$ cat config.mk
export PLATFORM = sky130hd
export DESIGN_NAME = dmem_if_flat
export DESIGN_NICKNAME = d
export VERILOG_FILES = /design/src/rtl/riscv_pkg.sv /design/src/rtl/dmem_if_if.sv /design/src/rtl/dmem_align.sv /design/src/rtl/dmem_if.sv /design/src/flat_wrapper.sv
export SDC_FILE = /design/constraint.sdc
export NUM_CORES = 1
export LEC_CHECK = 0
export CORE_MARGIN = 5
export CORE_UTILIZATION = 42
export DETAILED_ROUTE_END_ITERATION = 10
export PLACE_DENSITY_LB_ADDON = 0.25
export SLEW_MARGIN = 0
export SYNTH_ARGS = -nofsm -noshare
export SYNTH_HDL_FRONTEND = slang
export SYNTH_SLANG_ARGS = --single-unit
$ cat constraint.sdc
create_clock -name CLK -period 3.05 [get_ports CLK]
set_input_delay 0.7625 -clock CLK [delete_from_list [all_inputs] [get_ports CLK]]
set_output_delay 0.7625 -clock CLK [all_outputs]
set_load 0.03 [all_outputs]
$ cat src/rtl/riscv_pkg.sv
// riscv_pkg: shared core types, memory-stage control and data-memory FSM states
package riscv_pkg;
    typedef enum logic {READ = 1'b0, WRITE = 1'b1} mem_op_t;

    typedef struct packed {
        logic    mem_en;
        mem_op_t wr;
    } MEM_ctrl;

    typedef enum logic [1:0] {IDLE, REQ, WAIT_R, DONE} dmem_state_t;

    localparam logic [2:0] LSU_B  = 3'b000;
    localparam logic [2:0] LSU_H  = 3'b001;
    localparam logic [2:0] LSU_W  = 3'b010;
    localparam logic [2:0] LSU_BU = 3'b100;
    localparam logic [2:0] LSU_HU = 3'b101;
endpackage

$ cat src/rtl/dmem_if_if.sv
// dmem_if_if: request/grant/valid bus between the MEM stage and data memory
interface dmem_if_if #(parameter int AW = 32, parameter int DW = 32);
    logic          proc_req;
    logic          proc_we;
    logic [AW-1:0] proc_addr;
    logic [3:0]    proc_be;
    logic [DW-1:0] proc_wdata;
    logic          proc_gnt;
    logic          proc_valid;
    logic [DW-1:0] proc_rdata;

    modport master (output proc_req, proc_we, proc_addr, proc_be, proc_wdata,
                    input  proc_gnt, proc_valid, proc_rdata);
    modport slave  (input  proc_req, proc_we, proc_addr, proc_be, proc_wdata,
                    output proc_gnt, proc_valid, proc_rdata);
endinterface

$ cat src/rtl/dmem_align.sv
// dmem_align: store lane replication / byte enables, load extraction / extension, access legality
module dmem_align
    import riscv_pkg::*;
(
    input  logic [2:0]  st_f3_i,
    input  logic [1:0]  st_off_i,
    input  logic [31:0] st_data_i,
    input  logic [2:0]  ld_f3_i,
    input  logic [1:0]  ld_off_i,
    input  logic [31:0] ld_rdata_i,
    output logic [3:0]  be_o,
    output logic [31:0] wdata_o,
    output logic [31:0] ld_data_o,
    output logic        bad_o
);
    logic [7:0]  b;
    logic [15:0] h;

    // store side works on the live instruction fields
    assign be_o    = st_f3_i[1:0] == 2'b00 ? 4'b0001 << st_off_i :
                     st_f3_i[1:0] == 2'b01 ? (st_off_i[1] ? 4'b1100 : 4'b0011) : 4'b1111;
    assign wdata_o = st_f3_i[1:0] == 2'b00 ? {4{st_data_i[7:0]}} :
                     st_f3_i[1:0] == 2'b01 ? {2{st_data_i[15:0]}} : st_data_i;
    assign bad_o   = st_f3_i == 3'b011 || st_f3_i[2:1] == 2'b11 ||
                     (st_f3_i[1:0] == 2'b01 && st_off_i[0]) ||
                     (st_f3_i == LSU_W && st_off_i != 2'b00);

    // load side uses the offset and funct3 latched at request time
    assign b = ld_rdata_i[{ld_off_i, 3'b000} +: 8];
    assign h = ld_off_i[1] ? ld_rdata_i[31:16] : ld_rdata_i[15:0];
    assign ld_data_o = ld_f3_i == LSU_B  ? {{24{b[7]}}, b} :
                       ld_f3_i == LSU_BU ? {24'b0, b} :
                       ld_f3_i == LSU_H  ? {{16{h[15]}}, h} :
                       ld_f3_i == LSU_HU ? {16'b0, h} : ld_rdata_i;
endmodule

$ cat src/rtl/dmem_if.sv
// dmem_if: MEM-stage data-memory handshake FSM with registered request fields and load result
module dmem_if
    import riscv_pkg::*;
#(
    parameter int AW = 32,
    parameter int DW = 32
) (
    input  logic          CLK,
    input  logic          RSTn,
    input  logic          EN,
    input  logic          HZ_data_req,
    input  MEM_ctrl       MEMctrl_in,
    input  logic [2:0]    FUNCT3_in,
    input  logic [AW-1:0] ADDR_in,
    input  logic [DW-1:0] WDATA_in,
    output logic          DATA_mem_busy_out,
    output logic [DW-1:0] RDATA_out,
    output logic          ERR_out,
    dmem_if_if.master     bus
);
    dmem_state_t   state_q;
    logic          req_q, we_q;
    logic [AW-1:0] addr_q;
    logic [3:0]    be_q, be_d;
    logic [DW-1:0] wdata_q, wdata_d, rdata_q, ld_d;
    logic [1:0]    off_q;
    logic [2:0]    f3_q;
    logic          bad, ask, start;

    dmem_align u_align (
        .st_f3_i   (FUNCT3_in),
        .st_off_i  (ADDR_in[1:0]),
        .st_data_i (WDATA_in),
        .ld_f3_i   (f3_q),
        .ld_off_i  (off_q),
        .ld_rdata_i(bus.proc_rdata),
        .be_o      (be_d),
        .wdata_o   (wdata_d),
        .ld_data_o (ld_d),
        .bad_o     (bad)
    );

    assign ask               = EN && HZ_data_req && MEMctrl_in.mem_en && state_q == IDLE;
    assign start             = ask && !bad;
    assign ERR_out           = ask && bad;
    assign DATA_mem_busy_out = start || state_q == REQ || state_q == WAIT_R;
    assign RDATA_out         = rdata_q;
    assign bus.proc_req      = req_q;
    assign bus.proc_we       = we_q;
    assign bus.proc_addr     = addr_q;
    assign bus.proc_be       = be_q;
    assign bus.proc_wdata    = wdata_q;

    // access FSM: latch on start, hold request until grant, capture aligned load data on valid
    always_ff @(posedge CLK or negedge RSTn) begin
        if (!RSTn) begin
            state_q <= IDLE;
            req_q   <= 1'b0;
            we_q    <= 1'b0;
            addr_q  <= '0;
            be_q    <= '0;
            wdata_q <= '0;
            rdata_q <= '0;
            off_q   <= '0;
            f3_q    <= '0;
        end else begin
            case (state_q)
                IDLE: if (start) begin
                    state_q <= REQ;
                    req_q   <= 1'b1;
                    we_q    <= MEMctrl_in.wr == WRITE;
                    addr_q  <= {ADDR_in[AW-1:2], 2'b00};
                    be_q    <= be_d;
                    wdata_q <= wdata_d;
                    off_q   <= ADDR_in[1:0];
                    f3_q    <= FUNCT3_in;
                end
                REQ: if (bus.proc_gnt) begin
                    req_q   <= 1'b0;
                    state_q <= we_q ? DONE : WAIT_R;
                end
                WAIT_R: if (bus.proc_valid) begin
                    rdata_q <= ld_d;
                    state_q <= DONE;
                end
                default: state_q <= IDLE;
            endcase
        end
    end
endmodule

$ cat src/flat_wrapper.sv
// flat-port wrapper written by rule: the top's interface ports become plain ports
module dmem_if_flat import riscv_pkg::*;
#(
    parameter int AW = 32,
    parameter int DW = 32
)
  (CLK, RSTn, EN, HZ_data_req, MEMctrl_in, FUNCT3_in, ADDR_in, WDATA_in, DATA_mem_busy_out, RDATA_out, ERR_out, bus_proc_req, bus_proc_we, bus_proc_addr, bus_proc_be, bus_proc_wdata, bus_proc_gnt, bus_proc_valid, bus_proc_rdata);
  dmem_if_if #(.AW(AW), .DW(DW)) bus_i ();
  input  logic CLK;
  input  logic RSTn;
  input  logic EN;
  input  logic HZ_data_req;
  input  MEM_ctrl MEMctrl_in;
  input  logic [2:0] FUNCT3_in;
  input  logic [AW-1:0] ADDR_in;
  input  logic [DW-1:0] WDATA_in;
  output logic DATA_mem_busy_out;
  output logic [DW-1:0] RDATA_out;
  output logic ERR_out;
  output wire logic [$bits(bus_i.proc_req)-1:0] bus_proc_req;
  output wire logic [$bits(bus_i.proc_we)-1:0] bus_proc_we;
  output wire logic [$bits(bus_i.proc_addr)-1:0] bus_proc_addr;
  output wire logic [$bits(bus_i.proc_be)-1:0] bus_proc_be;
  output wire logic [$bits(bus_i.proc_wdata)-1:0] bus_proc_wdata;
  input wire logic [$bits(bus_i.proc_gnt)-1:0] bus_proc_gnt;
  input wire logic [$bits(bus_i.proc_valid)-1:0] bus_proc_valid;
  input wire logic [$bits(bus_i.proc_rdata)-1:0] bus_proc_rdata;
  assign bus_proc_req = bus_i.proc_req;
  assign bus_proc_we = bus_i.proc_we;
  assign bus_proc_addr = bus_i.proc_addr;
  assign bus_proc_be = bus_i.proc_be;
  assign bus_proc_wdata = bus_i.proc_wdata;
  assign bus_i.proc_gnt = bus_proc_gnt;
  assign bus_i.proc_valid = bus_proc_valid;
  assign bus_i.proc_rdata = bus_proc_rdata;
  dmem_if #(.AW(AW), .DW(DW)) u_core (.CLK(CLK), .RSTn(RSTn), .EN(EN), .HZ_data_req(HZ_data_req), .MEMctrl_in(MEMctrl_in), .FUNCT3_in(FUNCT3_in), .ADDR_in(ADDR_in), .WDATA_in(WDATA_in), .DATA_mem_busy_out(DATA_mem_busy_out), .RDATA_out(RDATA_out), .ERR_out(ERR_out), .bus(bus_i));
endmodule
==> qor.yml <==
run_status:
  outcome: "completed"
die:
  core_um2: 12000
  ioPinCount: 211
  rows: 40
  die_h_um: 120
  fp.dieW_um: 120
  initial_core_util_pct: 42.7
  dieArea_um2: 14500
clock_network:
  cts-resized-gates: 0
  clk_pin_slew_ps: 70
  cts_buffer_depth: 2
  holdBufCountCts: 0
  cts_setup_buffers: 0
  numCtsBuffers: 9
  cts_num_sinks: 107
  tritoncts: "yes"
  clockRootBuffer: "clkbuf_16"
  htree_levels: 3
  clk_latency_ps: 340
logic_synthesis:
  yosysWarningCount: 0
  ys_types: 39
  synth_cells: 455
  yosys.area.top_type: "dfrtp_1"
  synth_edf_count: 0
  async_flop_share_pct: 100
  yosys-top-cells-area: "dfrtp_1 (52%), mux2i_1 (6.3%), mux2_2 (5.5%)"
  syn_area_per_cell_um2: 11.2
  synthesis.area_um2: 5100
  synthFlopType: "dfrtp_1"
  yosys.area.top_type_share_pct: 52.5
  ys_seq_elements: 107
  ys_seq_area_share_pct: 52.5
detailed_routing:
  vias_per_cell: 5.31
  routed.top_layer: "met4"
  first_pass_iters: 5
  wl_per_cell_um: 18.9
  met2_length_um: 7140
  wl_met3_um: 1660
  wirelength_um: 15200
  drtIter0Drc: 283
  ant_nets: 0
  vias: 4276
  drc: 0
  wl_met1_um: 6250
place:
  io_buffers: 208
  dp_hpwl_um: 11400
  gp_congestion: 0.837
  dp_slack_ps: 229
global_routing:
  grtUsageTotal_pct: 21.2
  antenna_found_initial: 0
  grt_max_degree: 71
  grt_pass1_vias: 4595
  gr-total-overflow: 0
  grt_pass1_wl_um: 24300
sta:
  maxSlewViolCount: 0
  rsz0062_at_grt: "no"
  setup_viol: 0
  worst_slack_ps: 205
  period_share_pct: 93.3
  finalHoldViolCount: 0
  slew_headroom_pct: 35.9
  worst_clock_skew_ps: 6.17
  tns_ps: 0
  worst_slew_pin_slew_ps: 958
  max_freq_mhz: 352
  period_needed_ps: 2840
power:
  seqPwrFrac_pct: 31.5
  clkPwrFrac_pct: 15.7
  swShare_pct: 41.9
  p_leak_nw: 3.32
  irDropWorstVdd_mv: 0.507
  p_int_mw: 4.70
  p_switching_mw: 3.39
  pwr-share-comb_pct: 52.7
  p_per_area_nw_per_um2: 1060
critical_path:
  worstPathBufferInverterCount: 2
  rr_worst_depth: 4
  cp_data_arrival_time_ps: 2080
  slowest_delay_ps: 610
  cp_cell_sequence: "clkdlybuf4s50_1 -> a21oi_1 -> nor4bb_1 -> buf_4"
  worst-path-max-fanout: 5
  crit_slowest_cell: "clkdlybuf4s50_1"
  crit_type: "input port to primary output"
  required_ps: 2290
  cp_top_family: "buffers and inverters"
  reg2reg_from: "u_core.off_q[0]"
  rr_endpoint: "u_core.RDATA_out[19]"
  cp-end-kind: "primary output"
  startpoint_type: "input port"
  r2r_slack_ps: 940
hold_path:
  hold_path_class: "input port to async pin"
job:
  cap_violations: 0
layout:
  diodes: 0
  drive_gt1_share_pct: 10.3
  syn2layout_area_growth_pct: 49.7
  layout.nets: 764
[synthesized netlist by cell type (2+ instances only)]
cell / number
nor2_1: 30
inv_1: 16
mux2i_1: 32
a22o_1: 7
nand3_1: 8
a21o_1: 2
a22oi_1: 9
o21a_1: 9
mux2_2: 25
mux2_1: 20
nand2_1: 35
a21oi_1: 36
ha_1: 4
buf_4: 2
nand2b_1: 2
dfrtp_1: 107
buf_6: 2
mux4_2: 8
nor2b_1: 3
buf_2: 11
o21ai_0: 48
o221ai_1: 8
clkbuf_1: 15
[metrics by stage]
step	area, um2	power (mW)	util [%]	hold WS (ps)	cells
after floorplan	5110	4.98	-	467	456
after global placement	7320	6.77	61.2	464	789
after detailed placement	7320	6.87	61.2	474	789
after CTS	7640	8.18	63.9	480	805
after global routing	7640	8.56	63.9	511	805
final	7640	8.09	63.9	452	805
[how the worst max path moves through the flow]
stage	start	endpoint	depth (start not counted)	slack (ps)
after global placement	ADDR_in[1]	DATA_mem_busy_out	5	260
after floorplan	MEMctrl_in[1]	ERR_out	2	330
after CTS	ADDR_in[0]	ERR_out	4	210
final	ADDR_in[0]	ERR_out	4	210
after global routing	ADDR_in[0]	ERR_out	4	130
after detailed placement	ADDR_in[1]	DATA_mem_busy_out	5	230
[routing by layer]
layer  GRT usage (%)  vias up
met5               0        -
met1            27.1     2057
met3            9.64       12
li1                -     2012
met4            4.32        0
met2            33.6      195
[cell families (layout without fill, tap and decap cells)]
| family | count (synthesis) | count (layout) | share of synthesized area, % |
|---|---|---|---|
| buffers and inverters | 47 | 249 | 4.17 |
| other | 1 | 2 | 0.0735 |
| and+or+nand+nor | 85 | 85 | 7.50 |
| adders and majority gates | 4 | 4 | 0.980 |
| muxes | 85 | 85 | 19.7 |
| DFF | 107 | 107 | 52.5 |
| AOI/OAI and AO/OA | 126 | 126 | 15.1 |
[final cells by class]
class | count | area, um2
well taps | 147 | 184
clock buffers | 10 | 239
clock inverters | 6 | 87.6
flip-flops and latches | 107 | 2680
inverters | 16 | 60.1
fillers | 959 | 4320
repair buffers | 217 | 2170
multi-input cells | 302 | 2230
[state kept, by name, summed over array words and instances (netlist names)]
name,cells
u_core.bus.proc_be,4
u_core.state_q,2
u_core.f3_q,3
u_core.off_q,2
u_core.bus.proc_addr,30
u_core.RDATA_out,32
u_core.bus.proc_wdata,32
u_core.bus.proc_we,1
u_core.bus.proc_req,1
[cells in the final DEF, fill, tap and decap left out, types with 10 or more instances in the layout]
cell,n
clkdlybuf4s50_1,205
dfrtp_1,107
o21ai_0,48
a21oi_1,36
nand2_1,35
mux2i_1,32
nor2_1,30
mux2_2,25
mux2_1,20
inv_1,16
buf_4,10
[power by group through the flow]
stage | clock [mW] | combinational, mW | sequential (mW)
detailed placement | 0 | 4.29 | 2.57
global placement | 0 | 4.23 | 2.54
global route | 1.37 | 4.53 | 2.66
floorplan | 0 | 1.27 | 3.70
CTS | 1.31 | 4.31 | 2.56
finish | 1.27 | 4.27 | 2.55
Note: power is estimated with default switching activity, not from simulation.
